<file path="src/rtl/reindeer_mem_read_responder_pkg.sv">
// reindeer_mem_read_responder_pkg: shared widths, FSM states and request types
// for the fetch/data SRAM responder.
package reindeer_mem_read_responder_pkg;
   localparam int XLEN          = 32;
   localparam int PC_BITWIDTH   = 32;
   localparam int MEM_ADDR_BITS = 12;
   localparam int MEM_LAT_MAX   = 4;
   localparam int LAT_W         = $clog2(MEM_LAT_MAX + 1);

   typedef enum logic [2:0] {
      S_IDLE       = 3'b001,
      S_BUSY_FETCH = 3'b010,
      S_BUSY_DATA  = 3'b100
   } state_t;

   typedef struct packed {
      logic                     write;
      logic [MEM_ADDR_BITS-1:0] addr;
      logic [XLEN-1:0]          wdata;
      logic [3:0]               be;
   } data_req_t;
endpackage

</file>
<file path="src/rtl/reindeer_req_slot.sv">
// reindeer_req_slot: one-entry request holder; a new push overwrites, pop or flush empties.
// The eff_* view presents the incoming request in the same cycle it arrives.
module reindeer_req_slot #(
   parameter int W = 8
) (
   input  logic         clk,
   input  logic         reset_n,
   input  logic         flush,
   input  logic         push,
   input  logic         pop,
   input  logic [W-1:0] push_data,
   output logic         eff_valid,
   output logic [W-1:0] eff_data
);
   logic         held;
   logic [W-1:0] held_data;

   always_ff @(posedge clk or negedge reset_n) begin
      if (!reset_n) begin
         held      <= 1'b0;
         held_data <= '0;
      end else if (flush || pop) begin
         held      <= 1'b0;
      end else if (push) begin
         held      <= 1'b1;
         held_data <= push_data;
      end
   end

   assign eff_valid = (push || held) && !flush;
   assign eff_data  = push ? push_data : held_data;
endmodule

</file>
<file path="src/rtl/reindeer_mem_read_responder.sv">
// reindeer_mem_read_responder: arbitrates instruction fetches and load/stores onto one
// single-port SRAM; data beats fetch, and an issued access always runs to completion.
module reindeer_mem_read_responder
   import reindeer_mem_read_responder_pkg::*;
#(
   parameter int READ_LATENCY = 1
) (
   input  logic                     clk,
   input  logic                     reset_n,
   input  logic                     sync_reset,
   input  logic                     read_mem_enable,
   input  logic [PC_BITWIDTH-1:0]   read_mem_addr,
   output logic                     mem_read_done,
   output logic [XLEN-1:0]          mem_data,
   output logic [MEM_ADDR_BITS-1:0] mem_addr_ack,
   output logic                     dram_rw_pending,
   input  logic                     data_rw_enable,
   input  logic                     data_write,
   input  logic [PC_BITWIDTH-1:0]   data_addr,
   input  logic [XLEN-1:0]          data_wdata,
   input  logic [3:0]               data_byte_en,
   output logic                     data_done,
   output logic [XLEN-1:0]          data_rdata,
   output logic                     sram_cs,
   output logic                     sram_we,
   output logic [MEM_ADDR_BITS-1:0] sram_addr,
   output logic [XLEN-1:0]          sram_wdata,
   output logic [3:0]               sram_be,
   input  logic [XLEN-1:0]          sram_rdata
);
   state_t                   state, state_n;
   logic [LAT_W-1:0]         lat_cnt, lat_n;
   logic                     idle, f_valid, d_valid, d_push, issue_f, issue_d, done_now;
   logic                     fin_f, fin_d;
   logic [MEM_ADDR_BITS-1:0] f_addr;
   data_req_t                d_in, d_req;
   logic                     addr_unused;

   assign addr_unused = ^{read_mem_addr, data_addr};
   assign d_push      = data_rw_enable && !dram_rw_pending;
   assign d_in        = '{write: data_write, addr: data_addr[MEM_ADDR_BITS+1:2],
                          wdata: data_wdata, be: data_byte_en};

   reindeer_req_slot #(.W(MEM_ADDR_BITS)) u_fetch_slot (
      .clk       (clk),
      .reset_n   (reset_n),
      .flush     (sync_reset),
      .push      (read_mem_enable),
      .pop       (issue_f),
      .push_data (read_mem_addr[MEM_ADDR_BITS+1:2]),
      .eff_valid (f_valid),
      .eff_data  (f_addr)
   );

   reindeer_req_slot #(.W($bits(data_req_t))) u_data_slot (
      .clk       (clk),
      .reset_n   (reset_n),
      .flush     (sync_reset),
      .push      (d_push),
      .pop       (issue_d),
      .push_data (d_in),
      .eff_valid (d_valid),
      .eff_data  (d_req)
   );

   always_ff @(posedge clk or negedge reset_n) begin
      if (!reset_n) begin
         state   <= S_IDLE;
         lat_cnt <= '0;
      end else begin
         state   <= state_n;
         lat_cnt <= lat_n;
      end
   end

   always_comb begin
      idle     = state == S_IDLE;
      issue_d  = idle && d_valid;
      issue_f  = idle && f_valid && !d_valid;
      done_now = !idle && lat_cnt == LAT_W'(READ_LATENCY);
      fin_f    = done_now && state == S_BUSY_FETCH && !sync_reset;
      fin_d    = done_now && state == S_BUSY_DATA && !sync_reset;
      lat_n    = idle ? '0 : lat_cnt + LAT_W'(1);
      state_n  = sync_reset ? S_IDLE :
                 issue_d    ? S_BUSY_DATA :
                 issue_f    ? S_BUSY_FETCH :
                 done_now   ? S_IDLE : state;
   end

   // SRAM-side registers hold their last access; sync_reset only stops new issue and done pulses
   always_ff @(posedge clk or negedge reset_n) begin
      if (!reset_n) begin
         sram_cs         <= 1'b0;
         sram_we         <= 1'b0;
         sram_addr       <= '0;
         sram_wdata      <= '0;
         sram_be         <= '0;
         mem_read_done   <= 1'b0;
         mem_data        <= '0;
         mem_addr_ack    <= '0;
         data_done       <= 1'b0;
         data_rdata      <= '0;
         dram_rw_pending <= 1'b0;
      end else begin
         sram_cs       <= issue_d || issue_f;
         mem_read_done <= fin_f;
         data_done     <= fin_d;
         if (issue_d) begin
            sram_we    <= d_req.write;
            sram_addr  <= d_req.addr;
            sram_wdata <= d_req.wdata;
            sram_be    <= d_req.be;
         end else if (issue_f) begin
            sram_we    <= 1'b0;
            sram_addr  <= f_addr;
            sram_be    <= 4'hF;
         end
         if (fin_f) begin
            mem_data     <= sram_rdata;
            mem_addr_ack <= sram_addr;
         end
         if (fin_d)
            data_rdata <= sram_rdata;
         dram_rw_pending <= sync_reset ? 1'b0 :
                            d_push     ? 1'b1 :
                            data_done  ? 1'b0 : dram_rw_pending;
      end
   end

   a_no_data_req_while_pending: assert property (@(posedge clk) disable iff (!reset_n)
      !(data_rw_enable && dram_rw_pending && !sync_reset));
endmodule

</file>
<file path="config.mk">
export PLATFORM = sky130hd
export DESIGN_NAME = reindeer_mem_read_responder
export DESIGN_NICKNAME = d
export VERILOG_FILES = /design/src/rtl/reindeer_mem_read_responder_pkg.sv /design/src/rtl/reindeer_req_slot.sv /design/src/rtl/reindeer_mem_read_responder.sv
export SDC_FILE = /design/constraint.sdc
export NUM_CORES = 1
export LEC_CHECK = 0
export CORE_MARGIN = 3
export CORE_UTILIZATION = 45
export DETAILED_ROUTE_END_ITERATION = 12
export PLACE_DENSITY = 0.9
export RECOVER_POWER = 50
export SYNTH_ARGS = -nofsm -noshare
export SYNTH_HDL_FRONTEND = slang
export SYNTH_HIERARCHICAL = 1
export SYNTH_SLANG_ARGS = --single-unit
</file>
<file path="constraint.sdc">
create_clock -name clk -period 6.6 [get_ports clk]
set_clock_uncertainty 0.2 [all_clocks]
set_input_delay 1.65 -clock clk [delete_from_list [all_inputs] [get_ports clk]]
set_output_delay 1.65 -clock clk [all_outputs]
set_load 0.05 [all_outputs]
</file>
==> results.txt, run 1 <==
Fin crit period = 5.29 ns
Synth area leader = dfrtp_1
# fillers = 1,399
Ant diodes = 0
Clock Latency Late Sink = 0.42 ns
Crit-path max cell delay = 2.08 ns
Detailed placer's ending HPWL = 12,800 um
Sequential cell area fraction in the yosys report = 59.7%
Cells after synthesis = 527
CP Cell Sequence = dlygate4sd3_1, nor2_1, nand2_2, clkbuf_1, mux2_2
Clock power share = 22.2%
Count of different cell masters after synthesis = 31
Net Count, Synth = 667
Power density cells = 457 nW/um^2
Arr. time, crit path = 5.39 ns
Post-Syn Area = 8300 um^2
Commonest cells after routing, fill and taps aside = dfrtp_1, mux2_2, clkdlybuf4s50_1
First-pass GRT wire length = 30,300 um
Placer Congestion = 0.735
Num CTS Buffers = 17
Max Cap Viol = 5
Routed via count = 5,200
Share of the synthesized area in the top cell type = 59.4%
Worst EP required = 6.70 ns
GRT Util Overall = 19.1%
Num Clock Sinks = 198
Switch share = 39.8%
Starting density of the core = 46.1%
Reg2Reg Depth = 4
Worst R2R Start = state[0]$_DFFE_PN1P_
Vias in the first global route = 5,616
1st-pass router iterations = 4
Slew Limit Fails = 259
Die ar. = 20,100 um^2
CP Max Fanout = 49
Setup bufs post-CTS = 0
Ports = 267
Antenna violations before repair = 0
Vert. Die Dim = 142 um
Final WL = 18,900 um
Worst-case vdd ir drop = 0.371 mV
Slew HR = -94.3%
Final setup vio count = 0
Overflow after GRT = 0
Logic pwr share = 43.0%
P&R area growth vs syn = 36.8%
Post-cts resize count = 0
DRC viols = 0
Commonest non-fill, non-tap cell in the layout = dfrtp_1
Critical path launch point = sync_reset
Maximum root-to-sink buffer count = 2
CP bufs+invs = 2
Sequential power share = 34.9%
Switch Pwr = 2.06 mW
Power Internal = 3.12 mW
Overall Power = 5.18 mW
Pin count of the biggest net entering global routing = 111
Core Util, Final = 63.0%
Reg2Reg Setup Slack = 1.85 ns
Final count of hold timing violations = 0
WL per Instance = 19.1 um
Hold buffers post-CTS = 0
CTS Root Cell = clkbuf_16
CTS H-tree lvls = 4
Critical path class = in2reg
Avg Cell Area, Syn = 15.8 um^2
TritonCTS clock tree = yes
Vias per Instance = 5.25
Largest delay share family, worst path = buffers and inverters
Setup TNS = 0 ns
Syn. warnings = 6
Crit path to = sram_wdata[6]$_DFFE_PN0N_
Status = finished, violations left
Crit path depth = 5
DRT iter0 DRCs = 116
Final ANT Viol Nets = 0
Class of the worst hold path = reg2reg
Yosys reg bits = 198
Post-route cell area = 11,400 um^2
Top post-synthesis cells by area = dfrtp_1, mux2_2, mux2_1
CORE AREA = 18,000 um^2
Core Rows = 49
Worst-path clk slew = 0.07 ns
Share of layout cells above drive strength 1 = 31.5%
Port buffer count = 226
Slowest stage cell on the critical path = clkbuf_1
Failing checks = capacitance limit, slew limit
Period utilisation layout = 80.2%
Placed instance area = 10,700 um^2
Pleak = 5.09 nW
Fmax achieved = 0.189 GHz
Startpoint types = input port
Critical path endpoint category = flip-flop
Worst r2r dst = sram_wdata[31]$_DFFE_PN0N_
Die X = 142 um
Setup repair after global routing missed its margin = no
Fin nets = 888
Tightest Pin Transition = 2.91 ns
[cell usage after synthesis, drive strengths merged]
| library cell | count |
|---|---|
| o32a | 12 |
| a2bb2oi | 1 |
| nand3b | 2 |
| clkbuf | 3 |
| o22a | 4 |
| a22o | 1 |
| or3b | 1 |
| nor2b | 1 |
| ha | 2 |
| buf | 28 |
| dfrtp | 197 |
| nor3 | 2 |
| xnor2 | 1 |
| a21o | 1 |
| dfstp | 1 |
| o221a | 12 |
| nand2 | 3 |
| nand2b | 3 |
| or2 | 1 |
| mux2 | 230 |
| a21oi | 1 |
| nor2 | 10 |
| nor3b | 3 |
| nor4b | 1 |
| inv | 5 |
| a211oi | 1 |
[worst reg2reg max path: stages, from the launching register on]
cell and delay [ns]:
dfstp_1 0.57, nor3b_1 1.82, nand2_2 0.10, clkbuf_1 1.16, mux2_1 0.77
[worst min path at each step]
| stage | slack [ns] | endpoint | cells past startpoint | from |
|---|---|---|---|---|
| 6_report | 0.27 | dram_rw_pending$_DFFE_PN0P_ | 1 | data_done$_DFF_PN0_ |
| 5_1_grt | 0.30 | lat_cnt[0]$_DFF_PN0_ | 1 | lat_cnt[0]$_DFF_PN0_ |
| 4_1_cts | 0.28 | lat_cnt[0]$_DFF_PN0_ | 1 | lat_cnt[0]$_DFF_PN0_ |
| 3_5_place_dp | 0.26 | dram_rw_pending$_DFFE_PN0P_ | 1 | data_done$_DFF_PN0_ |
| 3_3_place_gp | 0.24 | dram_rw_pending$_DFFE_PN0P_ | 1 | data_done$_DFF_PN0_ |
| 2_1_floorplan | 0.24 | lat_cnt[0]$_DFF_PN0_ | 1 | lat_cnt[0]$_DFF_PN0_ |
[per-stage QoR]
step	std cells	setup slack, ns	hold WS (ns)
floorplan	527	2.67	0.239
global placement	958	1.79	0.240
detailed placement	958	1.75	0.257
CTS	990	2.20	0.278
global route	990	1.10	0.298
finish	990	1.31	0.274
[layer usage]
metal  global-route usage, %  share of wire (%)  wire (um)
met1                    23.6                 40       7520
met5                       0                  0          0
met2                    32.9                 53       9990
met3                    4.99                5.3        991
met4                    6.21                2.0        370
[kinds of logic (layout without fill, tap and decap cells)]
kind of cell	Yosys count	in the layout	synth area share, %
flip-flops	198	198	59.7
XOR/XNOR	1	1	0.106
adder cells (fa/ha/maj)	2	2	0.301
AND/OR/NAND/NOR	27	27	2.16
multiplexers	230	230	31.2
buffers and inverters	36	270	2.59
AO/OA/AOI/OAI	33	33	3.95
[sequential cells by signal, indices dropped and copies added (netlist names)]
register / cells
mem_data: 32
mem_read_done: 1
u_data_slot/held: 1
sram_addr: 12
data_rdata: 32
data_done: 1
sram_cs: 1
sram_wdata: 32
lat_cnt: 3
mem_addr_ack: 12
state: 3
sram_be: 4
u_fetch_slot/held_data: 12
u_data_slot/held_data: 49
sram_we: 1
u_fetch_slot/held: 1
dram_rw_pending: 1
[power groups by stage]
stage | clock, mW | combinational, mW | sequential [mW]
6_report | 1.15 | 2.23 | 1.81
5_1_grt | 1.23 | 2.33 | 1.86
4_1_cts | 1.18 | 2.29 | 1.82
3_5_place_dp | 0 | 2.28 | 1.84
3_3_place_gp | 0 | 2.25 | 1.81
2_1_floorplan | 0 | 0.530 | 2.77
[area by class of cell]
cell class / instances / area, um^2 / share of cell area, %
Timing Repair Buffer: 233 / 2290 / 20.2
Clock buffer: 21 / 480 / 4.23
Inverter: 5 / 18.8 / 0.165
Sequential cell: 198 / 4960 / 43.7
Tap cell: 229 / 287 / 2.52
Multi-Input combinational cell: 293 / 3140 / 27.6
Clock inverter: 11 / 183 / 1.61
Power figures use the tool's default switching activity.
==> run 2: changes to the inputs <==
==> constraint.sdc (replaced) <==
create_clock -name clk -period 5.5 [get_ports clk]
set_clock_uncertainty 0.2 [all_clocks]
set_input_delay 1.375 -clock clk [delete_from_list [all_inputs] [get_ports clk]]
set_output_delay 1.375 -clock clk [all_outputs]
set_load 0.05 [all_outputs]
==> run 2 against run 1 <==
  * Critical path depth stayed put
  * The run still ends with capacitance limit, slew limit left
  * Flip-flop and latch count unchanged
  * Design area shrank 0.90%
  * Utilization is 0.57 points lower
  * Sequential share of layout area grew 0.40 points
  * Largest power group unchanged
  * Sequential power is 20% higher
==> results.txt, run 2 (synthesis results as in run 1) <==
Sequential power share = 36.3%
Met2 routed WL = 9460 um
WL per Instance = 18.5 um
CTS Root Cell = clkbuf_16
Worst slack, placed = 1.23 ns
Max Cap Viol = 3
CP Cell Sequence = dlygate4sd3_1, nor4b_2, nand3b_1, clkbuf_1, mux2_2
Class of the worst hold path = reg2reg
Die X = 142 um
GRT Util Overall = 18.5%
DRT met1 WL = 7560 um
Pin count of the biggest net entering global routing = 133
Fin crit period = 4.33 ns
Setup bufs post-CTS = 0
Switch share = 40.7%
Detailed placer's ending HPWL = 12,500 um
DRT iter0 DRCs = 174
Fmax achieved = 0.231 GHz
Setup repair after global routing missed its margin = no
Critical path endpoint category = flip-flop
Worst-path clk slew = 0.06 ns
CORE AREA = 18,000 um^2
Largest register by flop count = u_data_slot/held_data
Largest delay share family, worst path = buffers and inverters
Arr. time, crit path = 4.43 ns
Post-cts resize count = 0
TritonCTS clock tree = yes
Slowest stage cell on the critical path = clkbuf_1
Logic pwr share = 44.6%
CP Max Fanout = 33
Vert. Die Dim = 142 um
Worst EP required = 5.60 ns
Starting density of the core = 46.1%
CTS H-tree lvls = 4
Antenna violations before repair = 0
Met3 WL post-DR = 953 um
DRC viols = 0
Vias per Instance = 5.23
Failing checks = capacitance limit, slew limit
Pleak = 5.03 nW
Num Clock Sinks = 198
Max reg flops = 49
Overflow after GRT = 0
# fillers = 1,374
Vias in the first global route = 5,611
Die ar. = 20,100 um^2
Final WL = 18,300 um
1st-pass router iterations = 4
Num CTS Buffers = 17
Status = finished, violations left
Fin nets = 889
Highest routed layer = met4
Switch Pwr = 2.43 mW
Hold buffers post-CTS = 0
Clock Latency Late Sink = 0.42 ns
Period utilisation layout = 78.7%
Power density cells = 531 nW/um^2
Slew Limit Fails = 120
Final setup vio count = 0
Maximum root-to-sink buffer count = 2
Commonest non-fill, non-tap cell in the layout = dfrtp_1
Worst-case vdd ir drop = 0.355 mV
Share of layout cells above drive strength 1 = 31.0%
Placer Congestion = 0.704
Tightest Pin Transition = 2.23 ns
Worst Slack Setup Final = 1.17 ns
Ant diodes = 0
Core Rows = 49
Power Internal = 3.55 mW
CP bufs+invs = 2
Commonest cells after routing, fill and taps aside = dfrtp_1, mux2_2, clkdlybuf4s50_1
Critical path class = in2reg
Ports = 267
Final count of hold timing violations = 0
Clock power share = 19.1%
Setup TNS = 0 ns
First-pass GRT wire length = 29,300 um
P&R area growth vs syn = 35.5%
Routed via count = 5,177
Startpoint types = input port
Crit-path max cell delay = 1.44 ns
Slew HR = -49.1%
Final ANT Viol Nets = 0
Port buffer count = 226
==> run 2: cell types whose count changed in the layout (fill, tap and decap cells not counted), sizes merged <==
cell           before  now
clkbuf             27   31
clkdlybuf4s50     168  173
clkinvlp            1    3
inv                 9    6
dlygate4sd3        57   52
bufinv              4    0
buf                 2    3
==> run 2: metrics by stage <==
step	power, mW	area, um^2	util, %	cells	hold WS [ns]
floorplan	3.96	8300	-	527	0.239
global placement	4.87	10800	59.7	959	0.238
detailed placement	4.94	10800	59.7	959	0.237
CTS	6.09	11300	62.6	990	0.250
global route	6.26	11300	62.4	990	0.275
finish	5.98	11300	62.4	990	0.248
==> run 2: worst paths after layout <==
check	start	end	slack, ns	cells past startpoint
min in group asynchronous	reset_n	mem_data[2]$_DFFE_PN0P_	0.84	1
max in group asynchronous	reset_n	sram_addr[0]$_DFFE_PN0P_	2.13	2
max	sync_reset	data_rdata[29]$_DFFE_PN0P_	1.17	5
min	data_done$_DFF_PN0_	dram_rw_pending$_DFFE_PN0P_	0.25	1
min reg2reg	data_done$_DFF_PN0_	dram_rw_pending$_DFFE_PN0P_	0.25	1
max reg2reg	state[0]$_DFFE_PN1P_	sram_wdata[1]$_DFFE_PN0N_	1.36	4
==> run 2: worst register-to-register path, cell delays in order (launching register included) <==
cell and delay [ns]:
dfstp_1 0.57, nor3b_1 1.74, nand2_2 0.09, clkbuf_2 0.81, mux2_1 0.62
==> run 2: cell type report <==
type	count	area, um^2	area share [%]
sequential	198	4960	44.1
inverter	5	18.8	0.167
clock inverter	6	45.0	0.400
clock buffer	25	485	4.31
timing repair buffer	234	2320	20.7
multi-input combinational	293	3140	27.9
tap	229	287	2.55
==> run 2: layer usage <==
metal	vias to the layer above	global-route usage (%)
met1	2650	22.5
met3	27	5.73
li1	2368	-
met4	0	5.76
met2	132	31.5
met5	-	0
==> run 2: power by group through the flow <==
| stage | clock network [mW] | logic, mW | registers [mW] |
|---|---|---|---|
| 2_1_floorplan | 0 | 0.637 | 3.32 |
| 3_3_place_gp | 0 | 2.70 | 2.17 |
| 3_5_place_dp | 0 | 2.73 | 2.21 |
| 4_1_cts | 1.17 | 2.74 | 2.18 |
| 5_1_grt | 1.24 | 2.78 | 2.23 |
| 6_report | 1.14 | 2.67 | 2.17 |
